`config.mk`:
```
export PLATFORM = sky130hd
export DESIGN_NAME = multicycle_main_controller
export DESIGN_NICKNAME = d
export VERILOG_FILES = /design/src/rtl/multicycle_main_controller.sv
export SDC_FILE = /design/constraint.sdc
export NUM_CORES = 1
export LEC_CHECK = 0
export CAP_MARGIN = 20
export CORE_MARGIN = 4
export CORE_UTILIZATION = 35
export CTS_CLUSTER_DIAMETER = 150
export DETAILED_ROUTE_END_ITERATION = 8
export SLEW_MARGIN = 5
export SYNTH_ARGS = -nofsm -noshare
export SYNTH_HDL_FRONTEND = slang
export SYNTH_SLANG_ARGS = --single-unit
```
`constraint.sdc`:
```
create_clock -name CLK -period 3.8 [get_ports CLK]
set_clock_uncertainty 0.05 [all_clocks]
set_input_delay 0.76 -clock CLK [delete_from_list [all_inputs] [get_ports CLK]]
set_output_delay 0.76 -clock CLK [all_outputs]
set_load 0.02 [all_outputs]
```
`src/rtl/multicycle_main_controller.sv`:
```
// Moore control FSM for the multicycle MIPS datapath.
// Sequences each instruction over 3-5 states on a shared ALU and a single memory port.
// Memory states wait on MemReady. A bounded wait counter traps a stalled bus in ERROR.
module multicycle_main_controller #(
  parameter int OPCODE_W    = 6,
  parameter int MEM_TIMEOUT = 16
) (
  input  logic                CLK,
  input  logic                RST,
  input  logic [OPCODE_W-1:0] Opcode,
  input  logic                MemReady,
  output logic                PCWrite,
  output logic                Branch,
  output logic [1:0]          PCSrc,
  output logic                IorD,
  output logic                MemRead,
  output logic                MemWrite,
  output logic                IRWrite,
  output logic                RegDst,
  output logic                MemtoReg,
  output logic                RegWrite,
  output logic                ALUSrcA,
  output logic [1:0]          ALUSrcB,
  output logic [1:0]          ALUOp,
  output logic                IllegalOp,
  output logic                BusErr,
  output logic [3:0]          State
);

  typedef enum logic [3:0] {
    S_FETCH  = 4'd0,  S_DECODE = 4'd1,  S_MEMADR = 4'd2,  S_MEMRD  = 4'd3,
    S_MEMWB  = 4'd4,  S_MEMWR  = 4'd5,  S_EXEC   = 4'd6,  S_ALUWB  = 4'd7,
    S_BRANCH = 4'd8,  S_ADDIEX = 4'd9,  S_ADDIWB = 4'd10, S_JUMP   = 4'd11,
    S_ERROR  = 4'd12
  } state_t;

  localparam logic [OPCODE_W-1:0] OP_LW   = OPCODE_W'(6'b100011);
  localparam logic [OPCODE_W-1:0] OP_SW   = OPCODE_W'(6'b101011);
  localparam logic [OPCODE_W-1:0] OP_R    = OPCODE_W'(6'b000000);
  localparam logic [OPCODE_W-1:0] OP_BEQ  = OPCODE_W'(6'b000100);
  localparam logic [OPCODE_W-1:0] OP_ADDI = OPCODE_W'(6'b001000);
  localparam logic [OPCODE_W-1:0] OP_J    = OPCODE_W'(6'b000010);

  // A timeout of 0 disables the counter entirely; keep it at least one bit wide.
  localparam bit          TO_EN     = (MEM_TIMEOUT > 0);
  localparam int          CW        = TO_EN ? $clog2(MEM_TIMEOUT + 1) : 1;
  localparam int          TO_LAST_I = TO_EN ? MEM_TIMEOUT - 1 : 0;
  localparam logic [CW-1:0] TO_LAST = TO_LAST_I[CW-1:0];

  state_t        state, state_n;
  logic [CW-1:0] cnt, cnt_n;
  logic          bus_err_q;
  logic          wait_st;

  // State, wait counter and sticky bus-error flag.
  // Because the outputs decode state, an async reset drops writes at once.
  always_ff @(posedge CLK or posedge RST) begin
    if (RST) begin
      state     <= S_FETCH;
      cnt       <= '0;
      bus_err_q <= 1'b0;
    end else begin
      state     <= state_n;
      cnt       <= cnt_n;
      bus_err_q <= bus_err_q | (state_n == S_ERROR);
    end
  end

  // Next-state and Moore outputs. IRWrite/PCWrite in FETCH follow MemReady.
  // The only other input-dependent output is IllegalOp in DECODE.
  always_comb begin
    state_n   = state;
    wait_st   = 1'b0;
    PCWrite   = 1'b0;
    Branch    = 1'b0;
    PCSrc     = 2'b00;
    IorD      = 1'b0;
    MemRead   = 1'b0;
    MemWrite  = 1'b0;
    IRWrite   = 1'b0;
    RegDst    = 1'b0;
    MemtoReg  = 1'b0;
    RegWrite  = 1'b0;
    ALUSrcA   = 1'b0;
    ALUSrcB   = 2'b00;
    ALUOp     = 2'b00;
    IllegalOp = 1'b0;
    case (state)
      S_FETCH: begin
        MemRead = 1'b1;
        ALUSrcB = 2'b01;
        IRWrite = MemReady;
        PCWrite = MemReady;
        wait_st = 1'b1;
        if (MemReady) state_n = S_DECODE;
      end
      S_DECODE: begin
        ALUSrcB = 2'b11;
        case (Opcode)
          OP_LW, OP_SW: state_n = S_MEMADR;
          OP_R:         state_n = S_EXEC;
          OP_BEQ:       state_n = S_BRANCH;
          OP_ADDI:      state_n = S_ADDIEX;
          OP_J:         state_n = S_JUMP;
          default: begin
            IllegalOp = 1'b1;
            state_n   = S_FETCH;
          end
        endcase
      end
      S_MEMADR: begin
        ALUSrcA = 1'b1;
        ALUSrcB = 2'b10;
        if (Opcode == OP_LW)      state_n = S_MEMRD;
        else if (Opcode == OP_SW) state_n = S_MEMWR;
        else                      state_n = S_FETCH;
      end
      S_MEMRD: begin
        MemRead = 1'b1;
        IorD    = 1'b1;
        wait_st = 1'b1;
        if (MemReady) state_n = S_MEMWB;
      end
      S_MEMWB: begin
        MemtoReg = 1'b1;
        RegWrite = 1'b1;
        state_n  = S_FETCH;
      end
      S_MEMWR: begin
        MemWrite = 1'b1;
        IorD     = 1'b1;
        wait_st  = 1'b1;
        if (MemReady) state_n = S_FETCH;
      end
      S_EXEC: begin
        ALUSrcA = 1'b1;
        ALUOp   = 2'b10;
        state_n = S_ALUWB;
      end
      S_ALUWB: begin
        RegDst   = 1'b1;
        RegWrite = 1'b1;
        state_n  = S_FETCH;
      end
      S_BRANCH: begin
        ALUSrcA = 1'b1;
        ALUOp   = 2'b01;
        PCSrc   = 2'b01;
        Branch  = 1'b1;
        state_n = S_FETCH;
      end
      S_ADDIEX: begin
        ALUSrcA = 1'b1;
        ALUSrcB = 2'b10;
        state_n = S_ADDIWB;
      end
      S_ADDIWB: begin
        RegWrite = 1'b1;
        state_n  = S_FETCH;
      end
      S_JUMP: begin
        PCSrc   = 2'b10;
        PCWrite = 1'b1;
        state_n = S_FETCH;
      end
      S_ERROR: state_n = S_ERROR;
      default: state_n = S_FETCH;
    endcase
    // A completing access in the last allowed cycle still wins over the timeout.
    if (TO_EN && wait_st && !MemReady && cnt == TO_LAST) state_n = S_ERROR;
  end

  // The wait counter restarts on every state change.
  // That covers entry into FETCH, MEMRD and MEMWR.
  always_comb begin
    cnt_n = cnt;
    if (state_n != state)                     cnt_n = '0;
    else if (TO_EN && wait_st && !MemReady)   cnt_n = cnt + 1'b1;
  end

  assign BusErr = bus_err_q;
  assign State  = state;

endmodule

```
Word level (Yosys, flattened, before mapping):

Index checks and enable logic that the tools add are counted.

* output and inout port bits: 22
* bits in registers: 10
* word-level logic and storage cells: 65

* $add $sub $neg: 1
* reduce and logical (&&, ||, !) cells: 14
* bitwise gates (word level): 1
* equal/unequal tests: 20
* multiplexer cells: 26

Operator list (count)
* $pmux 4 s8: 1
* $eq 4x4->1 const B: 6
* $pmux 4 s5: 1
* $eq 4x3->1 const B: 4
* $mux 4: 4
* $eq 6x6->1 const B: 2
* $mux 1: 12
* $mux 5: 2
* $eq 4x2->1 const B: 2
* $pmux 2 s2: 2
* $reduce_or 2->1: 4
* $eq 6x2->1 const B: 1
* $eq 6x3->1 const B: 1
* $eq 6x4->1 const B: 1
* $logic_not 6->1: 1
* $mux 3: 2
* $pmux 2 s3: 1
* $reduce_or 3->1: 2
* $reduce_or 6->1: 1
* $add 5x1->5 const B: 1
* $eq 5x4->1 const B: 1
* $eq 4x1->1 const B: 1
* $logic_not 4->1: 1
* $ne 4x4->1: 1
* other kinds (6): 7

Logic depth before layout (Yosys ltp):

Gate-level depths: netlist of run 1.

* depth after elaboration: 8
* mapped depth: 9
* mapped depth without buffers: 9

Least setup slack after synthesis of run 1:

No wires, ideal clock.

* path type: input to output
* from: input port Opcode[3]
* to: output port IllegalOp
* path slack: 1.014 ns
* stages on the path: 4
* arrival: 1.976 ns
* cell sequence: clkbuf_1 o21ai_0 o211ai_1 nor4b_1

* cells in the longest elaborated chain, start to end: 4
* elaborated cells between the ends (all ways): 9
* classes of those cells: eq/ne (5); mux (2); reduce/logical (2)

RTL lines
* start: declaration: line 10 `input logic [OPCODE_W-1:0] Opcode,`
* $eq 6x6->1 (tied with other cells): line 99 `case (Opcode)`
* $reduce_or 6->1 (no line) *
* $mux 1 *: line 99
* $mux 1 *: line 88 `case (state)`
* end: declaration: line 25 `output logic IllegalOp,`

Mark *: on every way between the ends. The rest lies on a longest branch, timed or not.

Worst setup path after layout of run 1:

* from: input port Opcode[1]
* to: output port IllegalOp

The elaborated chain is that of the path after synthesis.

==> flow_summary_export.csv, run 1 <==
group,metric,value,unit
floorplanning,start_util,37.18,%
global_routing,antenna_found_initial,0,
clocking,clkTransAtPathRegs,0.06,ns
floorplanning,die_w,65.41,um
global_routing,grt_pass1_wl,4.795,mm
min_path,hp-class,"register to register",
routing,top_layer_used,"met4",
cells_and_area,drive_above_1_share,15.06,%
cells_and_area,n_antenna_cell,0,
power,ir_drop,261.8,uV
setup_path,cp-start-kind,"input port",
clocking,root_buffer,"clkbuf_4",
clocking,ctsHoldBuffers,0,
power,p_int,375.0,uW
global_routing,grt_pass1_vias,1050,
timing,rsz0062_at_grt,"false",
yosys,syn_nets,154,
floorplanning,dieArea,4278,um^2
routing,drt-pass1-iter-count,4,
setup_path,cpMostUsedCell,"clkdlybuf4s50_1",
power,seqPwrFrac,20.8,%
floorplanning,row_count,20,
routing,drt_iter0_markers,60,
placement,dp_slack,0.3428,ns
timing,setup-violations-final,0,
global_routing,grt_start_max_net_pins,29,
placement,gp_congestion,0.8632,
yosys,ys_ff_latch,10,
timing,timing.fmax,0.2900,GHz
timing,timing.setup.tns,0,ns
setup_path,cpPeakStageDelay,0.65,ns
routing,num_vias,1097,
clocking,clock_latency,0.25,ns
clocking,cts_max_path_buffers,2,
clocking,cts_sinks,10,
cells_and_area,layout.cells.most_common,"clkdlybuf4s50_1",
power,power.total,692.2,uW
power,swShare,45.82,%
yosys,syn_area,1154,um^2
routing,wl_met2,1.426,mm
cells_and_area,fin_cells,210,
timing,final.setup.worst_slack,0.3518,ns
power,p_leak,0.0005477,uW
yosys,synth_cell_types,55,
routing,drc,0,
timing,hold_viol,0,
yosys,synthTopCellsByArea,"dfrtp_1, nor2_1, nor3_1",
routing,ant_nets,0,
power,powerDensity,472.4,nW/um^2
placement,dp.final_hpwl,2.362,mm
global_routing,grt-ovfl-total,0,
yosys,yosys_warnings,0,
clocking,cts.repair.resized,0,
timing,tightest_slew,0.9451,ns
flow_run,maxCapViolCount,0,
yosys,yosysTopAreaCellShare,21.69,%
setup_path,required,2.99,ns
routing,m1WireLength,1.381,mm
placement,io_buffers,30,
clocking,cts_tree,"yes",
routing,via_per_inst,5.224,
clocking,h-tree-depth,1,
setup_path,cp_num_buf_inv,2,
power,p_switching,317.2,uW
routing,wl_per_cell,13.92,um
floorplanning,dieHeight,65.41,um
setup_path,endpoint_kind,"output port",
yosys,yosysSeqAreaShare,21.69,%
setup_path,cp_top_family,"buffers and inverters",
timing,drv_slew,0,
cells_and_area,layout_common_cells,"clkdlybuf4s50_1, nor2_1, nand2_1, dfrtp_1, nor3_1",
clocking,numCtsBuffers,3,
clocking,post_cts_buffers,0,
floorplanning,core,3103,um^2
yosys,postSynthAreaPerCell,8.067,um^2
setup_path,crit_type,"input port to output port",
status,outcome,"finished, final reports clean",
setup_path,cp_max_fo,5,
power,pwr-share-clk,9.4,%
setup_path,worst_ep_arrival_time,2.64,ns
timing,fin_crit,3.448,ns
timing,post-route-period-util,90.74,%
cells_and_area,area_growth,27.01,%
timing,relSlewSlack,36.00,%
routing,wl_met3,110,um
power,comb_power_share,69.8,%
setup_path,cpMaxStageDelayCell,"clkdlybuf4s50_1",
yosys,yosys.area.top_type,"dfrtp_1",
setup_path,path_cells,"clkdlybuf4s50_1 -> xor2_1 -> o211ai_1 -> nor4b_1 -> clkdlybuf4s50_1",
routing,wirelength,2.923,mm
global_routing,track_usage,13.80,%
yosys,synth_cells,143,
floorplanning,ios,31,
cells_and_area,nNetsFinal,179,
placement,place_inst,207,
-- cell usage after synthesis (all sizes together) --
| cell type | n |
|---|---|
| a2111oi | 1 |
| a211o | 1 |
| a211oi | 1 |
| a21oi | 3 |
| a31oi | 2 |
| a32o | 1 |
| and2b | 1 |
| and3 | 3 |
| buf | 12 |
| clkbuf | 1 |
| dfrtp | 10 |
| ha | 2 |
| inv | 4 |
| mux2 | 3 |
| mux2i | 2 |
| nand2 | 12 |
| nand2b | 4 |
| nand3 | 3 |
| nand3b | 1 |
| nand4 | 1 |
| nor2 | 18 |
| nor2b | 2 |
| nor3 | 12 |
| nor3b | 1 |
| nor4 | 1 |
| nor4b | 2 |
| nor4bb | 1 |
| o211ai | 2 |
| o21ai | 10 |
| o21bai | 1 |
| o221ai | 1 |
| o22a | 1 |
| o22ai | 3 |
| o311ai | 2 |
| or2 | 6 |
| or3b | 2 |
| or4 | 2 |
| or4b | 1 |
| xnor2 | 5 |
| xor2 | 2 |
-- worst reg2reg max path, stage by stage, from the launching register on --
cell and delay [ns]:
dfrtp_1 0.40, ha_1 0.22, and3_1 0.19, ha_1 0.22
and2b_2 0.23, o21ai_0 0.28, a2111oi_4 0.14, nor2_2 0.18
mux2_4 0.36, nor4b_4 0.27
-- per-stage QoR --
stage	utilization, %	cell area [um^2]	hold slack (ns)
finish	47.22	1465	0.4293
global route	47.22	1465	0.4680
CTS	47.22	1465	0.4344
detailed placement	46.49	1443	0.4193
global placement	46.49	1443	0.4145
floorplan	-	1154	0.4864
-- area by class of cell --
| class | count | area, um^2 |
|---|---|---|
| Timing Repair Buffer | 33 | 322.8 |
| Fill cell | 324 | 1638 |
| Multi-Input combinational cell | 116 | 799.5 |
| Tap cell | 44 | 55.05 |
| Sequential cell | 10 | 250.2 |
| Clock buffer | 3 | 22.52 |
| Inverter | 4 | 15.01 |
-- cell families after synthesis --
family                     count (synthesis)  share of synthesized area, %
and+or+nand+nor                           73                         36.55
buffers and inverters                     17                         9.000
muxes                                      5                         4.989
xor gates and xnor gates                   7                         5.966
adders and majority gates                  2                         2.169
DFF                                       10                         21.69
AOI/OAI and AO/OA                         29                         19.63
-- worst paths after layout --
path	from	end	slack [ns]	cells past startpoint
min in group asynchronous	RST	State[3]	0.73	2
max in group asynchronous	RST	cnt[1]	2.71	2
setup / recovery	Opcode[1]	IllegalOp	0.35	5
setup reg to reg	cnt[0]	cnt[1]	1.17	9
hold / removal	BusErr	BusErr	0.43	2
hold reg to reg	BusErr	BusErr	0.43	2
-- power groups by stage --
stage | Combinational [uW] | Clock [uW] | Sequential [uW]
CTS | 488 | 70.1 | 143
floorplan | 336 | 0 | 149
finish | 483 | 65.2 | 144
global placement | 481 | 0 | 144
global route | 521 | 73.4 | 147
detailed placement | 486 | 0 | 146
-- sequential cells by signal (all words and copies together), names as in the netlist --
signal / flops
BusErr: 1
State: 4
cnt: 5
-- per-layer routing --
layer  GRT usage [%]  vias to the layer above
li1                -                      561
met1           18.10                      513
met2           24.02                       21
met3           1.709                        2
met4           3.109                        0
met5               0                        -
Power figures use the tool's default switching activity.
==> inputs of run 2 (changes only) <==
Settings changed: CORE_MARGIN 4 to not set, GPL_TIMING_DRIVEN set to 0.
==> run 2 against run 1 <==
Net effect:
- sequential power barely moved
- sequential share of layout area fell by 0.78 points
- first-iteration DRC count fell by 32%
- routed wire length rose by 8.0%
- core utilization rose by 2.7 points
- register-to-register slack got worse by 0.05 ns
- fmax fell by 2.3%
- critical endpoint unchanged
==> flow_summary_export.csv, run 2 (synthesis gave the netlist of run 1 again) <==
group,metric,value,unit
floorplanning,dieHeight,59.41,um
setup_path,cpMostUsedCell,"clkdlybuf4s50_1",
cells_and_area,area_growth,33.08,%
setup_path,required,2.99,ns
setup_path,worst_ep_arrival_time,2.72,ns
timing,drv_slew,0,
setup_path,cp_max_fo,5,
routing,drc,0,
flow_run,maxCapViolCount,0,
routing,wl_per_cell,14.35,um
cells_and_area,final_area,1535,um^2
global_routing,grt_pass1_wl,5.278,mm
global_routing,track_usage,19.85,%
timing,setup-violations-final,0,
setup_path,path_cells,"clkdlybuf4s50_1 -> xor2_1 -> o211ai_1 -> nor4b_1 -> clkdlybuf4s50_1",
setup_path,cp-start-kind,"input port",
cells_and_area,largest_reg_flops,5,
clocking,ctsHoldBuffers,0,
setup_path,cp_top_family,"buffers and inverters",
setup_path,cpPeakStageDelay,0.66,ns
status,outcome,"finished, final reports clean",
clocking,post_cts_buffers,0,
routing,num_vias,1226,
routing,drt_iter0_markers,41,
cells_and_area,multi_input_area,799.5,um^2
power,ir_drop,349.2,uV
placement,dp.final_hpwl,2.449,mm
clocking,clock_latency,0.27,ns
cells_and_area,top_register,"cnt",
global_routing,grt_pass1_vias,1148,
cells_and_area,drive_above_1_share,19.32,%
floorplanning,dieArea,3530,um^2
clocking,cts_max_path_buffers,2,
setup_path,cpMaxStageDelayCell,"clkdlybuf4s50_1",
timing,tightest_slew,0.9498,ns
clocking,cts_sinks,10,
timing,timing.setup.tns,0,ns
cells_and_area,n_antenna_cell,0,
timing,fin_crit,3.530,ns
power,p_leak,0.0005957,uW
timing,rsz0062_at_grt,"false",
clocking,cts.repair.resized,0,
setup_path,endpoint_kind,"output port",
global_routing,grt_start_max_net_pins,11,
clocking,numCtsBuffers,3,
floorplanning,die_w,59.41,um
routing,drt-pass1-iter-count,4,
power,powerDensity,481.0,nW/um^2
floorplanning,row_count,20,
timing,relSlewSlack,35.68,%
floorplanning,start_util,37.48,%
floorplanning,core,3078,um^2
setup_path,cp_num_buf_inv,2,
clocking,root_buffer,"clkbuf_4",
placement,place_area,1499,um^2
routing,via_per_inst,5.573,
timing,hold_viol,0,
floorplanning,ios,31,
placement,gp_congestion,0.8882,
placement,io_buffers,29,
routing,ant_nets,0,
cells_and_area,layout_common_cells,"clkdlybuf4s50_1, nor2_1, nand2_1, dfrtp_1, nor3_1",
cells_and_area,nNetsFinal,188,
clocking,h-tree-depth,1,
min_path,hp-class,"register to register",
cells_and_area,fillers,289,
cells_and_area,final-seq-area,250.2,um^2
timing,timing.fmax,0.2833,GHz
global_routing,grt-ovfl-total,0,
timing,post-route-period-util,92.89,%
cells_and_area,layout.cells.most_common,"clkdlybuf4s50_1",
clocking,clkTransAtPathRegs,0.06,ns
routing,wirelength,3.158,mm
setup_path,crit_type,"input port to output port",
global_routing,antenna_found_initial,0,
clocking,cts_tree,"yes",
==> run 2: cell count changes in the layout (fill, tap and decap cells not counted) <==
cell	change
clkbuf_1	+1
clkbuf_8	+1
buf_1	+1
buf_6	+3
buf_2	+5
clkdlybuf4s50_1	-1
==> run 2: report_power, final <==
part,switching (uW),total [uW],leakage [uW],internal (uW)
Sequential,17.7,142,0.000131,124
Combinational,278,500,0.000444,222
Clock,38.2,96.4,0.0000210,58.2
==> run 2: final cells by class <==
class                           count  share of cell area, %
Multi-Input combinational cell    116                  52.08
Timing Repair Buffer               29                  18.91
Sequential cell                    10                  16.30
Buffer                             13                  5.786
Tap cell                           44                  3.586
Clock buffer                        4                  2.363
Inverter                            4                 0.9780
==> run 2: path summary, 6_finish.rpt <==
kind | start | endpoint | slack [ns] | cells after the start
setup / recovery | Opcode[1] | IllegalOp | 0.27 | 5
hold / removal | BusErr | BusErr | 0.43 | 2
setup reg to reg | cnt[0] | cnt[1] | 1.12 | 9
hold reg to reg | BusErr | BusErr | 0.43 | 2
max in group asynchronous | RST | State[0] | 2.72 | 2
min in group asynchronous | RST | cnt[4] | 0.71 | 2
==> run 2: metrics by stage <==
stage	util (%)	total power (uW)	hold slack [ns]	setup slack, ns	cells
after global routing	49.88	787.4	0.4461	0.1121	220
after CTS	49.88	738.5	0.4358	0.2572	220
final	49.88	738.4	0.4306	0.2700	220
after global placement	48.70	634.6	0.4193	0.3257	216
after detailed placement	48.70	639.8	0.4160	0.2606	216
after floorplan	-	484.8	0.4864	1.015	143
==> run 2: routing by layer <==
layer	track usage [%]	vias up	wire [um]	part of all wire, %
met5	0	-	0	0
met4	8.163	0	57	1.8
met3	2.620	8	231	7.3
met2	30.82	54	1397	44
met1	27.54	581	1471	47
li1	-	583	-	-
==> run 2: worst register-to-register path, cell delays in order, from the launching register on <==
cell and delay (ns):
dfrtp_1 0.42, ha_1 0.22, and3_1 0.19, ha_1 0.23, and2b_2 0.23, o21ai_0 0.29
a2111oi_4 0.15, nor2_2 0.18, mux2_4 0.36, nor4b_4 0.27
